`src/rtl/alu_arbiter.sv`:
```
// ---------------------------------------------------------------------------
// alu_arbiter
// Lets two requesters share one ALU_Control + ALU datapath. req0 (core
// execute stage) has fixed priority over req1 (secondary unit). A starvation
// counter forces req1 to win after STARVE_MAX consecutive cycles in which
// req0 took the slot while req1 was waiting. The winner's fields drive the
// shared ALU inputs combinationally. The ALU result is captured into a
// one-entry response buffer, so latency is one cycle.
//
// Handshake: a transfer happens on a rising edge where valid and ready are
// both high. reqN_ready_o depends combinationally on reqN_valid_i, so
// requesters must not gate valid on ready. resp_valid_o stays high and
// resp_* stay stable until the rising edge where resp_ready_i is high.
//
// Ports
//   clk, rst                 clock (rising edge), async active-high reset
//   reqN_valid_i/ready_o     request handshake, N = 0,1
//   reqN_a_i, reqN_b_i       operands
//   reqN_alu_co_i            ALU class: 00 ld/st, 01 branch, 10 ALU
//   reqN_func3_i/func7_i     instruction function fields
//   reqN_is_imm_i            immediate-form flag
//   alu_a_o .. is_imm_o      shared ALU / ALU_Control inputs
//   alu_result_i/zero_i      combinational ALU result and zero flag
//   resp_valid_o/ready_i     response handshake
//   resp_id_o                requester that owns the response
//   resp_result_o/zero_o     captured result and zero flag
//   dbg_state_o              FSM state (0 EMPTY, 1 FULL)
//   dbg_starve_cnt_o         starvation counter
// ---------------------------------------------------------------------------
module alu_arbiter #(
  parameter int XLEN       = 32,
  parameter int STARVE_MAX = 4,
  localparam int CNT_W     = $clog2(STARVE_MAX + 1)
) (
  input  logic             clk,
  input  logic             rst,
  input  logic             req0_valid_i,
  output logic             req0_ready_o,
  input  logic [XLEN-1:0]  req0_a_i,
  input  logic [XLEN-1:0]  req0_b_i,
  input  logic [1:0]       req0_alu_co_i,
  input  logic [2:0]       req0_func3_i,
  input  logic [6:0]       req0_func7_i,
  input  logic             req0_is_imm_i,
  input  logic             req1_valid_i,
  output logic             req1_ready_o,
  input  logic [XLEN-1:0]  req1_a_i,
  input  logic [XLEN-1:0]  req1_b_i,
  input  logic [1:0]       req1_alu_co_i,
  input  logic [2:0]       req1_func3_i,
  input  logic [6:0]       req1_func7_i,
  input  logic             req1_is_imm_i,
  output logic [XLEN-1:0]  alu_a_o,
  output logic [XLEN-1:0]  alu_b_o,
  output logic [1:0]       alu_co_o,
  output logic [2:0]       func3_o,
  output logic [6:0]       func7_o,
  output logic             is_imm_o,
  input  logic [XLEN-1:0]  alu_result_i,
  input  logic             alu_zero_i,
  output logic             resp_valid_o,
  input  logic             resp_ready_i,
  output logic             resp_id_o,
  output logic [XLEN-1:0]  resp_result_o,
  output logic             resp_zero_o,
  output logic             dbg_state_o,
  output logic [CNT_W-1:0] dbg_starve_cnt_o
);

  typedef enum logic {
    EMPTY = 1'b0,
    FULL  = 1'b1
  } state_t;

  state_t            state_q;
  logic              resp_valid_q;
  logic              resp_id_q;
  logic [XLEN-1:0]   resp_result_q;
  logic              resp_zero_q;
  logic [CNT_W-1:0]  starve_q;
  logic [CNT_W-1:0]  starve_d;

  logic slot_free;
  logic win0;
  logic win1;
  logic accept;
  logic starved;

  always_comb begin
    starved = (starve_q == CNT_W'(STARVE_MAX));
    // Reset is async, so the slot is also closed while rst is held: nothing
    // may be accepted into a buffer that is being cleared.
    slot_free = !rst && ((state_q == EMPTY) || resp_ready_i);
    win1      = req1_valid_i && (!req0_valid_i || starved);
    win0      = req0_valid_i && !win1;
    accept    = (win0 || win1) && slot_free;
    req0_ready_o = slot_free && win0;
    req1_ready_o = slot_free && win1;
  end

  // Shared ALU inputs follow the winner even while the slot is blocked; with
  // no requester they are all zero (alu_co 00 selects SUM).
  always_comb begin
    alu_a_o  = '0;
    alu_b_o  = '0;
    alu_co_o = '0;
    func3_o  = '0;
    func7_o  = '0;
    is_imm_o = 1'b0;
    if (win1) begin
      alu_a_o  = req1_a_i;
      alu_b_o  = req1_b_i;
      alu_co_o = req1_alu_co_i;
      func3_o  = req1_func3_i;
      func7_o  = req1_func7_i;
      is_imm_o = req1_is_imm_i;
    end else if (win0) begin
      alu_a_o  = req0_a_i;
      alu_b_o  = req0_b_i;
      alu_co_o = req0_alu_co_i;
      func3_o  = req0_func3_i;
      func7_o  = req0_func7_i;
      is_imm_o = req0_is_imm_i;
    end
  end

  // Starvation counter: counts req0 grants while req1 waits; it does not move
  // while the slot is blocked.
  always_comb begin
    starve_d = starve_q;
    if (!req1_valid_i || (accept && win1)) begin
      starve_d = '0;
    end else if (accept && win0 && !starved) begin
      starve_d = starve_q + CNT_W'(1);
    end
  end

  always_ff @(posedge clk or posedge rst) begin
    if (rst) begin
      starve_q <= '0;
    end else begin
      starve_q <= starve_d;
    end
  end

  // Response buffer FSM with registered outputs.
  always_ff @(posedge clk or posedge rst) begin
    if (rst) begin
      state_q       <= EMPTY;
      resp_valid_q  <= 1'b0;
      resp_id_q     <= 1'b0;
      resp_result_q <= '0;
      resp_zero_q   <= 1'b0;
    end else begin
      case (state_q)
        EMPTY: begin
          if (accept) begin
            state_q       <= FULL;
            resp_valid_q  <= 1'b1;
            resp_id_q     <= win1;
            resp_result_q <= alu_result_i;
            resp_zero_q   <= alu_zero_i;
          end
        end
        FULL: begin
          if (resp_ready_i) begin
            if (accept) begin
              // Back-to-back: the drained entry is replaced in the same edge.
              resp_id_q     <= win1;
              resp_result_q <= alu_result_i;
              resp_zero_q   <= alu_zero_i;
            end else begin
              state_q      <= EMPTY;
              resp_valid_q <= 1'b0;
            end
          end
        end
        default: begin
          state_q      <= EMPTY;
          resp_valid_q <= 1'b0;
        end
      endcase
    end
  end

  assign resp_valid_o     = resp_valid_q;
  assign resp_id_o        = resp_id_q;
  assign resp_result_o    = resp_result_q;
  assign resp_zero_o      = resp_zero_q;
  assign dbg_state_o      = state_q;
  assign dbg_starve_cnt_o = starve_q;

endmodule

```
`config.mk`:
```
export PLATFORM = sky130hd
export DESIGN_NAME = alu_arbiter
export DESIGN_NICKNAME = d
export VERILOG_FILES = /design/src/rtl/alu_arbiter.sv
export SDC_FILE = /design/constraint.sdc
export NUM_CORES = 1
export LEC_CHECK = 0
export CAP_MARGIN = 10
export CORE_AREA = 2 2 121 123
export DETAILED_ROUTE_END_ITERATION = 10
export DIE_AREA = 0 0 123 125
export DONT_BUFFER_PORTS = 1
export GPL_TIMING_DRIVEN = 0
export PLACE_DENSITY_LB_ADDON = 0.25
export SLEW_MARGIN = 20
export SYNTH_ARGS = -nofsm -noshare
export SYNTH_HDL_FRONTEND = slang
export SYNTH_SLANG_ARGS = --single-unit
```
`constraint.sdc`:
```
create_clock -name clk -period 1.49 [get_ports clk]
set_input_delay 0.2235 -clock clk [delete_from_list [all_inputs] [get_ports clk]]
set_output_delay 0.2235 -clock clk [all_outputs]
set_load 0.1 [all_outputs]
```
After elaboration in Yosys (flattened, before gate mapping) --
Index checks and enable logic that the tools add are counted.
Storage, ports and cells: register bits after elaboration 39, input port bits 192, output and inout port bits 118, word-level logic and storage cells 62
Cells by class: add/subtract/negate cells 1, eq/ne operators 4, bitwise operators 1, reduce and logical (&&, ||, !) cells 20, mux-type cells 30
Operator list (number):
- $mux W32 | 6
- $pmux W32 S2 | 1
- $mux W7 | 2
- $mux W3 | 4
- $mux W1 | 11
- $logic_and A1 B1 Y1 | 9
- $pmux W1 S2 | 4
- $ne A2 B2 Y1 const B | 3
- $logic_not A1 Y1 | 5
- $logic_or A1 B1 Y1 | 4
- $mux W2 | 2
- $add A3 B1 Y3 const B | 1
- $eq A3 B3 Y1 const B | 1
- $reduce_and A3 Y1 | 1
- $reduce_bool A2 Y1 | 1
- $not A1 Y1 | 1

Longest topological paths before layout --
Gate-level depths: netlist of the first run.
depth after elaboration 11, gate-level depth with buffers 7, depth with buffers taken out 5

Worst setup path after synthesis of the first run --
Ideal clock, no wire load.
kind register to output, start reg starve_q[0] (netlist: dbg_starve_cnt_o[0]), end out req1_ready_o, required time 1.266 ns, buffers on the path 2, slack -2.425 ns, stages on the path, launching flop included 8, arrival time 3.692 ns, cells stage by stage dfrtp_1 inv_1 ha_1 nand2_1 a21o_1 buf_2 buf_2 nor3_1
Between the ends: longest elaborated chain between the ends 4
Ends and longest elaborated chain:
- from (decl) | line 80 | logic [CNT_W-1:0] starve_q;
- from (signal assigned) | line 142 | starve_q <= starve_d;
- $eq A3 B3 Y1 | line 90 | starved = (starve_q == CNT_W'(STARVE_MAX));
- $logic_or A1 B1 Y1 | line 94 | win1 = req1_valid_i && (!req0_valid_i || starved);
- $logic_and A1 B1 Y1 | line 94
- $logic_and A1 B1 Y1 | line 98 | req1_ready_o = slot_free && win1;
- to (decl) | line 46 | output logic req1_ready_o,
Every way passes these cells.

Worst setup path in the final report of the first run --
Same ends and word-level chain as after synthesis.

==> impl_metrics.csv, run 1 <==
group,metric,value,unit
cells_and_area,multi_input_area,0.00276,mm2
drt,drc,0,
cts,clkSlewWorstSetupHoldPaths,60,ps
global_route,track_usage,13.9,%
cts,cts.sinks,39,
floorplan,initial_core_util,21.3,%
min_path,hp-start,"req1_valid_i",
power_and_ir_drop,power_density,1310,mW/mm2
cts,htreeDepth,2,
cts,cts_hold_buffers,0,
drt,dr_total_vias,2605,
synthesis,ys_seq_elements,39,
sta,rsz0062_at_grt,"true",
setup_path,worst_setup_path_startpoint,"dbg_starve_cnt_o[0]",
sta,hold_viol_final,0,
drt,routed_wl,11.5,mm
placement,place_inst,545,
synthesis,yosysTopAreaCell,"dfrtp_1",
synthesis,synthSimpleGateAreaFrac,12.8,%
global_route,grt_first_pass_wirelength,16.5,mm
sta,tightest_slew,1010,ps
synthesis,synth_top_family_by_area,"multiplexers",
synthesis,synth.distinct_cells,27,
drt,wl_per_cell,19.9,um
sta,fin_crit,2800,ps
global_route,grt_overflow_total,0,
cells_and_area,ff_latch_area,991,um2
drt,drt_pass1_iterations,4,
cells_and_area,final_nets,585,
floorplan,die-height,125,um
placement,gp_congestion,0.797,
placement,numPortBuffers,0,
floorplan,ioPinCount,310,
cts,cts_tree,"yes",
setup_path,startpoint_type,"register",
cts,insertion_delay,280,ps
cts,cts-root-buf,"clkbuf_16",
synthesis,synth_compound_area_share,1.94,%
cells_and_area,fill_cells,1399,
synthesis,ys_top_cells_by_area,"dfrtp_1 32%, mux2i_1 25%, mux2_2 12%",
sta,setup_viol,117,
floorplan,fp-row-count,44,
power_and_ir_drop,ir_drop,0.000706,V
synthesis,synth_fa_ha_area_share,0.826,%
global_route,antenna_found_initial,0,
sta,final.setup.worst_slack,-1310,ps
placement,dp_slack,-1420,ps
drt,via_per_inst,4.52,
setup_path,r2r-start,"dbg_starve_cnt_o[0]",
global_route,grt_max_degree,34,
cells_and_area,area_growth,70.9,%
synthesis,synthCells,360,
floorplan,dieArea,0.0154,mm2
synthesis,synth_top_area_share,32.2,%
cells_and_area,fin_cells,576,
floorplan,design.core.area,0.0142,mm2
synthesis,yosys_warnings,0,
sta,fmaxAchievable,357,MHz
drt,ant_nets,0,
setup_path,critPathMaxFanout,6,
job,maxCapViolCount,0,
floorplan,die_x,123,um
power_and_ir_drop,power.leakage,2.30,nW
setup_path,arrival,2570,ps
min_path,hold_class,"in2reg",
setup_path,critPathRequiredTime,1270,ps
synthesis,syn-num-nets,554,
cts,numCtsBuffers,5,
synthesis,synth_xor_area_share,0,%
synthesis,muxShareOfSynthArea,37.7,%
outcome,violations,"negative setup slack",
setup_path,path_class,"reg2out",
placement,hpwl,9.14,mm
sta,relSlewSlack,32.7,%
outcome,status,"finished with violations",
cts,clockBufferDepth,2,
synthesis,syn_avg_cell_area,8.42,um2
cells_and_area,fin_util,36.5,%
synthesis,synthesis.area,0.00303,mm2
sta,finalMaxSlewViolations,0,
drt,drt_iter0_drc,84,
cells_and_area,diodes,0,
global_route,grt_pass1_vias,2778,
cells_and_area,layout-drive-gt1-share,44.4,%
setup_path,worst_setup_path_end_kind,"output port",
synthesis,synth.yosys.seq_area_share,32.2,%
sta,finClkSkew,6.92,ps
sta,whs,72.0,ps
sta,final.period_utilization,188,%
[routing by layer]
| metal | track usage, % | vias to the layer above | wire length [um] |
|---|---|---|---|
| met5 | 0 | - | 0 |
| met4 | 2.47 | 0 | 95 |
| met3 | 3.51 | 8 | 990 |
| met2 | 24.5 | 149 | 5920 |
| met1 | 17.3 | 1257 | 4460 |
| li1 | - | 1191 | - |
[state kept, by name (all words and copies together) (netlist names)]
name / flops
resp_result_o: 32
resp_id_o: 1
resp_valid_o: 1
resp_zero_o: 1
dbg_state_o: 1
dbg_starve_cnt_o: 3
[per-stage QoR]
step | setup TNS [ps] | cell area, um2 | power (W)
detailed placement | -120100 | 4420 | 0.00524
CTS | -113750 | 5190 | 0.00688
global route | -114920 | 5180 | 0.00700
floorplan | -139660 | 3330 | 0.00467
global placement | -179480 | 3560 | 0.00486
finish | -108750 | 5180 | 0.00681
[path summary, 6_finish.rpt]
path | to | slack [ps] | cells past startpoint
worst max-delay path | req1_ready_o | -1310 | 7
worst min-delay path | dbg_starve_cnt_o[0] | 70 | 2
worst max register to register | dbg_starve_cnt_o[0] | -480 | 9
worst min register to register | resp_valid_o | 780 | 1
max in group asynchronous | dbg_state_o | 930 | 3
min in group asynchronous | dbg_starve_cnt_o[0] | 110 | 2
[cell usage after synthesis, drive strengths merged]
cell / count
o32ai: 1
ha: 2
nand3: 1
a21oi: 1
a31oi: 1
buf: 16
o2bb2ai: 2
nor2b: 1
mux2: 33
clkbuf: 7
nor2: 3
a21o: 1
or4: 1
nor4: 1
nand2: 83
nor3: 3
a2bb2oi: 1
mux2i: 77
or2: 1
dfrtp: 39
o21ai: 1
inv: 83
and3: 1
[power by group]
part / internal, W / switching (W)
registers: 0.00122 / 0.00154
clock network: 0.000960 / 0.000410
logic: 0.000853 / 0.00183
total: 0.00303 / 0.00378
[cells in the final DEF (no fill, tap or decap), types with 2 or more instances in the layout]
cell type / instances
buf_12: 15
buf_16: 8
buf_2: 2
buf_4: 7
buf_6: 6
bufinv_16: 2
clkbuf_1: 8
clkbuf_16: 5
dfrtp_1: 33
dfrtp_2: 3
dfrtp_4: 3
inv_1: 80
inv_4: 2
mux2_4: 33
mux2i_4: 77
nand2_1: 82
nor2_1: 3
nor3_4: 2
o2bb2ai_1: 2
[cell families (layout without fill, tap and decap cells)]
group / after synthesis / after routing
AND/OR/NAND/NOR: 95 / 95
AO/OA/AOI/OAI: 8 / 8
buffers and inverters: 106 / 138
flip-flops: 39 / 39
multiplexers: 110 / 110
adder cells (fa/ha/maj): 2 / 2
[worst max-delay path, cell delays in order, from the launching register on]
cell and delay, ps:
dfrtp_4 640, inv_4 110, ha_4 130, nand2_2 50, a21o_4 250, buf_12 150, buf_16 140, nor3_4 810
[timing repair]
item / 4_1_cts / 5_1_grt
cloned: 8 / 0
setup endpoints to repair: 118 / 118
buffers inserted: 12 / 11
gates resized for setup: 64 / 7
pin swaps: 1 / 4
[cell type report]
class / instances / share of cell area [%]
inverters: 83 / 6.11
plain buffers: 21 / 5.75
clock inverters: 2 / 1.16
repair buffers: 26 / 7.68
clock buffers: 6 / 2.49
flip-flops and latches: 39 / 19.1
well taps: 184 / 4.45
multi-input cells: 215 / 53.2
No activity file was read; power rests on OpenSTA's default activity.
==> run 2: changes to the inputs <==
==> constraint.sdc (replaced) <==
create_clock -name clk -period 1.49 [get_ports clk]
set_input_delay 0.447 -clock clk [delete_from_list [all_inputs] [get_ports clk]]
set_output_delay 0.447 -clock clk [all_outputs]
set_load 0.1 [all_outputs]
==> impl_metrics.csv, run 2 (synthesis results as in run 1) <==
group,metric,value,unit
placement,place_inst,544,
floorplan,fp-row-count,44,
setup_path,cp_cell_sequence,"inv_4 > ha_4 > nand2_2 > a21o_4 > buf_12 > buf_12 > clkbuf_16 > mux2i_4",
drt,via_per_inst,4.59,
cells_and_area,largest_reg_flops,32,
cells_and_area,final_nets,587,
cts,numCtsBuffers,5,
sta,hold_viol_final,0,
setup_path,arrival,2570,ps
cts,clockBufferDepth,2,
power_and_ir_drop,ir_drop,0.000487,V
global_route,grt_first_pass_wirelength,16.5,mm
cells_and_area,fin_util,37.4,%
drt,drt_pass1_iterations,4,
cts,htreeDepth,2,
setup_path,r2r-start,"dbg_state_o",
setup_path,crit_slowest_cell,"mux2i_4",
power_and_ir_drop,swShare,57.7,%
sta,final.setup.worst_slack,-1520,ps
cts,cts-root-buf,"clkbuf_16",
placement,hpwl,9.44,mm
floorplan,ioPinCount,310,
drt,drt_iter0_drc,79,
cells_and_area,layout-drive-gt1-share,53.7,%
setup_path,worst_setup_path_end_kind,"output port",
power_and_ir_drop,power.leakage,2.29,nW
setup_path,startpoint_type,"register",
setup_path,crit_top_cell,"buf_12",
global_route,grt_overflow_total,0,
floorplan,initial_core_util,21.3,%
drt,ant_nets,0,
global_route,grt_max_degree,40,
sta,relSlewSlack,30.1,%
sta,setup_viol,117,
sta,final.period_utilization,202,%
global_route,grt_pass1_vias,2810,
floorplan,die-height,125,um
sta,tightest_slew,1050,ps
power_and_ir_drop,clkPwrFrac,15.3,%
setup_path,slowest_delay,660,ps
floorplan,design.core.area,0.0142,mm2
global_route,track_usage,14.2,%
setup_path,critPathMaxFanout,5,
sta,finalMaxSlewViolations,0,
setup_path,critical-path-top-delay-family,"multiplexers",
setup_path,cp.buffers_inverters,4,
drt,wl_per_cell,20.3,um
placement,numPortBuffers,0,
cells_and_area,final_common_cell,"nand2_1",
drt,drc,0,
sta,fmaxAchievable,332,MHz
min_path,hp-start,"req1_valid_i",
job,maxCapViolCount,0,
sta,rsz0062_at_grt,"true",
drt,routed_wl,11.7,mm
power_and_ir_drop,power_density,1220,mW/mm2
power_and_ir_drop,p_seq_share,42.7,%
cells_and_area,diodes,0,
cts,cts_tree,"yes",
drt,dr_total_vias,2648,
cts,clkSlewWorstSetupHoldPaths,50,ps
outcome,status,"finished with violations",
setup_path,worst_setup_path_startpoint,"dbg_starve_cnt_o[1]",
cts,cts.sinks,39,
cells_and_area,fill_cells,1392,
min_path,hold_class,"in2reg",
cells_and_area,fin_cells,577,
power_and_ir_drop,comb_power_share,41.9,%
global_route,antenna_found_initial,0,
sta,fin_crit,3010,ps
cells_and_area,stdcell_area,0.00531,mm2
placement,gp_congestion,0.779,
setup_path,critPathRequiredTime,1040,ps
setup_path,path_class,"reg2out",
cts,cts_hold_buffers,0,
floorplan,dieArea,0.0154,mm2
cells_and_area,area_growth,75.3,%
cells_and_area,layout_common_cells,"82 x nand2_1, 80 x inv_1, 77 x mux2i_4",
sta,finClkSkew,5.46,ps
outcome,violations,"negative setup slack",
cts,insertion_delay,280,ps
placement,dp_slack,-1570,ps
floorplan,die_x,123,um
power_and_ir_drop,p_sw,0.00374,W
placement,post_dp_cell_area,0.00440,mm2
power_and_ir_drop,power.internal,0.00275,W
run 2: changes by cell type in the layout (fill, tap and decap cells not counted), sizes merged:
cell,previous run,this run
bufinv,2,0
clkbuf,13,14
inv,83,82
clkinvlp,0,2
buf,40,41
run 2: power by group through the flow:
stage / clock [W] / sequential [W] / combinational [W]
6_report: 0.000995 / 0.00277 / 0.00272
5_1_grt: 0.00108 / 0.00280 / 0.00281
4_1_cts: 0.00103 / 0.00278 / 0.00272
3_5_place_dp: 0 / 0.00275 / 0.00246
3_3_place_gp: 0 / 0.00275 / 0.00210
2_1_floorplan: 0 / 0.00270 / 0.00197
run 2: per-layer routing:
layer | global-route usage, % | wire length [um] | part of all wire [%]
met1 | 17.6 | 4600 | 39
met2 | 25.9 | 6130 | 52
met3 | 1.87 | 792 | 6.8
met4 | 3.34 | 193 | 1.6
met5 | 0 | 0 | 0
run 2: metrics by stage:
step                hold slack [ps]  TNS (ps)  power, W
floorplan                       580   -157260   0.00467
global placement                593   -178430   0.00485
detailed placement              597   -137710   0.00522
CTS                             306   -134360   0.00652
finish                          314   -127420   0.00649
global route                    304   -133420   0.00668
run 2: timing repair:
action	CTS	global route
hold endpoints to repair	0	0
pin swaps	4	4
gates resized for setup	100	10
gates cloned	10	1
setup buffers	14	3
endpoints found under the setup margin	152	118
run 2: cell type report:
| cell class | count | area, um2 | share of cell area (%) |
|---|---|---|---|
| clock buffers | 6 | 129 | 2.43 |
| flip-flops and latches | 39 | 1030 | 19.5 |
| multi-input cells | 215 | 2770 | 52.1 |
| inverters | 83 | 320 | 6.03 |
| clock inverters | 1 | 7.51 | 0.141 |
| well taps | 184 | 230 | 4.33 |
| plain buffers | 23 | 340 | 6.41 |
| repair buffers | 26 | 482 | 9.07 |
run 2: final timing paths:
kind / cells past startpoint / end / slack (ps)
min in group asynchronous: 2 / dbg_starve_cnt_o[2] / 660
hold / removal: 2 / dbg_starve_cnt_o[0] / 310
setup / recovery: 8 / alu_b_o[15] / -1520
hold reg to reg: 1 / resp_valid_o / 780
max in group asynchronous: 2 / dbg_starve_cnt_o[1] / 290
setup reg to reg: 7 / resp_result_o[29] / -420
==> run 3: changes to the inputs <==
--- a/config.mk
+++ b/config.mk
@@ -11,6 +11,7 @@
 export DIE_AREA = 0 0 123 125
 export DONT_BUFFER_PORTS = 1
 export GPL_TIMING_DRIVEN = 0
+export HOLD_SLACK_MARGIN = 0.08
 export PLACE_DENSITY_LB_ADDON = 0.25
 export SLEW_MARGIN = 20
 export SYNTH_ARGS = -nofsm -noshare
==> results of run 3 <==
Final layout, timing and power as in run 2 (identical DEF).
==> RTL change (flow settings as in run 2) <==
Set the parameter `XLEN` to 16 (it was 32).
--- a/src/rtl/alu_arbiter.sv
+++ b/src/rtl/alu_arbiter.sv
@@ -30,3 +30,3 @@
 module alu_arbiter #(
-  parameter int XLEN       = 32,
+  parameter int XLEN       = 16,
   parameter int STARVE_MAX = 4,
Ports: changed (8 resized); port bits go from 310 to 182. The function was not compared with the original's and may differ.
==> RTL change against run 2 <==
- the flow still finishes with violations (negative setup slack)
- routed wire length shrank 51%
- synthesized area is 38% lower
- die area is the same
- clock power fell by 42%
- non-clock buffer count is 18 lower
- power fell by 43%
- sequential cell count decreased by 16
- final area shrank 40%
- worst setup slack better by 90 ps
==> RTL change: results (changes against run 2) <==
* Post-DP Area at 2790 sq um (was 4400 sq um)
* Placer Congestion at 0.683 (was 0.779)
* Synthesized net count at 331 (was 554)
* Outcome: finished with violations (unchanged)
* DR iter-0 viols at 42 (was 79)
* CP top delay family: multiplexers (unchanged)
* Final TNS setup at -70600 ps (was -127420 ps)
* Synth Area in Compound Gates at 3.89% (was 1.94%)
* CTS max path bufs at 2 (unchanged)
* Post-synth cell types at 31 (was 27)
* Top post-synthesis cells by area: dfrtp_1 (31%), mux2i_1 (24%), inv_1 (9.9%) (was dfrtp_1 (32%), mux2i_1 (25%), mux2_2 (12%))
* Top cell types by occurrence after synthesis: inv_1 (49), nand2_1 (47), mux2i_1 (45), dfrtp_1 (23), mux2_1 (16) (was inv_1 (83), nand2_1 (83), mux2i_1 (77), dfrtp_1 (39), mux2_2 (32))
* Final non-filler cell total at 423 (was 577)
* Total CTS buffers at 3 (was 5)
* Internal power at 0.00159 W (was 0.00275 W)
* Tot GR Track Use at 6.90% (was 14.2%)
* PnR worst setup slack at -1430 ps (was -1520 ps)
* Final clock skew at 5.65 ps (was 5.46 ps)
* Pleak at 1.34 nW (was 2.29 nW)
* Delay of the slowest cell on the worst path at 710 ps (was 660 ps)
* Multiplexer share of the synthesized area at 34.4% (was 37.7%)
* Worst vdd ir at 0.457 mV (was 0.487 mV)
* Max reg flops at 16 (was 32)
* Largest net degree at the start of global routing at 24 (was 40)
* DPL Wire Length at 4620 um (was 9440 um)
* Worst skew pair latency at 260 ps (was 280 ps)
* NumNets Final at 354 (was 587)
* DP Worst Slack at -1330 ps (was -1570 ps)
* Seq/Total Area, Yosys at 30.8% (was 32.2%)
* DRT Wirelength at 5700 um (was 11700 um)
* Worst relative slew slack at 39.5% (was 30.1%)
* Vias per cell at 3.72 (was 4.59)
* Final setup violation count at 69 (was 117)
* Mapped Avg Cell Area at 8.60 sq um (was 8.42 sq um)
* HP Class: in2async (was in2reg)
* Global-route wire length before repair at 8420 um (was 16500 um)
* Adder-cell share of the synthesized area at 1.34% (was 0.826%)
* Failing checks: negative setup slack (unchanged)
* Dpl cells at 401 (was 544)
* Share of cells above drive strength 1 at 54.0% (was 53.7%)
==> RTL change: layout make-up <==
type | instances | area, sq um
Multi-Input combinational cell | 132 | 1690
Sequential cell | 23 | 612
Timing Repair Buffer | 19 | 264
Clock inverter | 1 | 5.00
Fill cell | 1538 | 11000
Buffer | 12 | 143
Clock buffer | 3 | 75.1
Tap cell | 184 | 230
Inverter | 49 | 184
==> RTL change: through the flow <==
step,hold slack (ps),utilization (%)
2_1_floorplan,449,-
3_3_place_gp,587,19.6
3_5_place_dp,589,19.6
4_1_cts,311,22.3
5_1_grt,327,22.5
6_report,278,22.5
==> RTL change: cells by family after synthesis <==
logic type	count (synthesis)
buf+inv	62
mux	62
simple gates	60
flops	23
compound gates	8
fa+ha+maj	2
==> RTL change: metal layers <==
metal	wire (um)	part of all wire [%]	vias to the layer above	GRT usage (%)
li1	-	-	734	-
met1	1970	35	723	7.44
met2	3110	55	114	13.9
met3	592	10	4	1.14
met4	26	0.46	0	1.00
met5	0	0	-	0
==> RTL change: final timing paths <==
kind | from | end | slack (ps) | cells past startpoint
max | dbg_starve_cnt_o[0] | alu_a_o[14] | -1430 | 7
min reg2reg | dbg_starve_cnt_o[0] | dbg_starve_cnt_o[0] | 860 | 1
min in group clk | alu_result_i[3] | resp_result_o[3] | 340 | 1
max in group asynchronous | rst | dbg_state_o | 560 | 1
max reg2reg | dbg_starve_cnt_o[0] | dbg_starve_cnt_o[0] | -320 | 6
min | rst | dbg_starve_cnt_o[0] | 280 | 1
==> RTL change: repair_timing <==
| item | in CTS | in global routing |
|---|---|---|
| pin swaps | 4 | 2 |
| resized for setup | 38 | 11 |
| cloned | 4 | 0 |
| hold endpoints to repair | 0 | 0 |
| buffers inserted | 10 | 7 |
| endpoints found under the setup margin | 88 | 70 |
==> RTL change: power groups by stage <==
stage / Combinational [W] / Clock (W) / Sequential, W
final: 0.00156 / 0.000578 / 0.00158
after global routing: 0.00162 / 0.000631 / 0.00160
after CTS: 0.00157 / 0.000602 / 0.00159
after detailed placement: 0.00147 / 0 / 0.00158
after global placement: 0.00146 / 0 / 0.00158
after floorplan: 0.00138 / 0 / 0.00155
==> RTL change: worst register-to-register path, stage by stage, from the launching register on <==
cell       delay [ps]
dfrtp_4           640
inv_2              90
ha_4              170
a21bo_4           230
buf_4             140
a2111oi_2         350
a31o_1            140
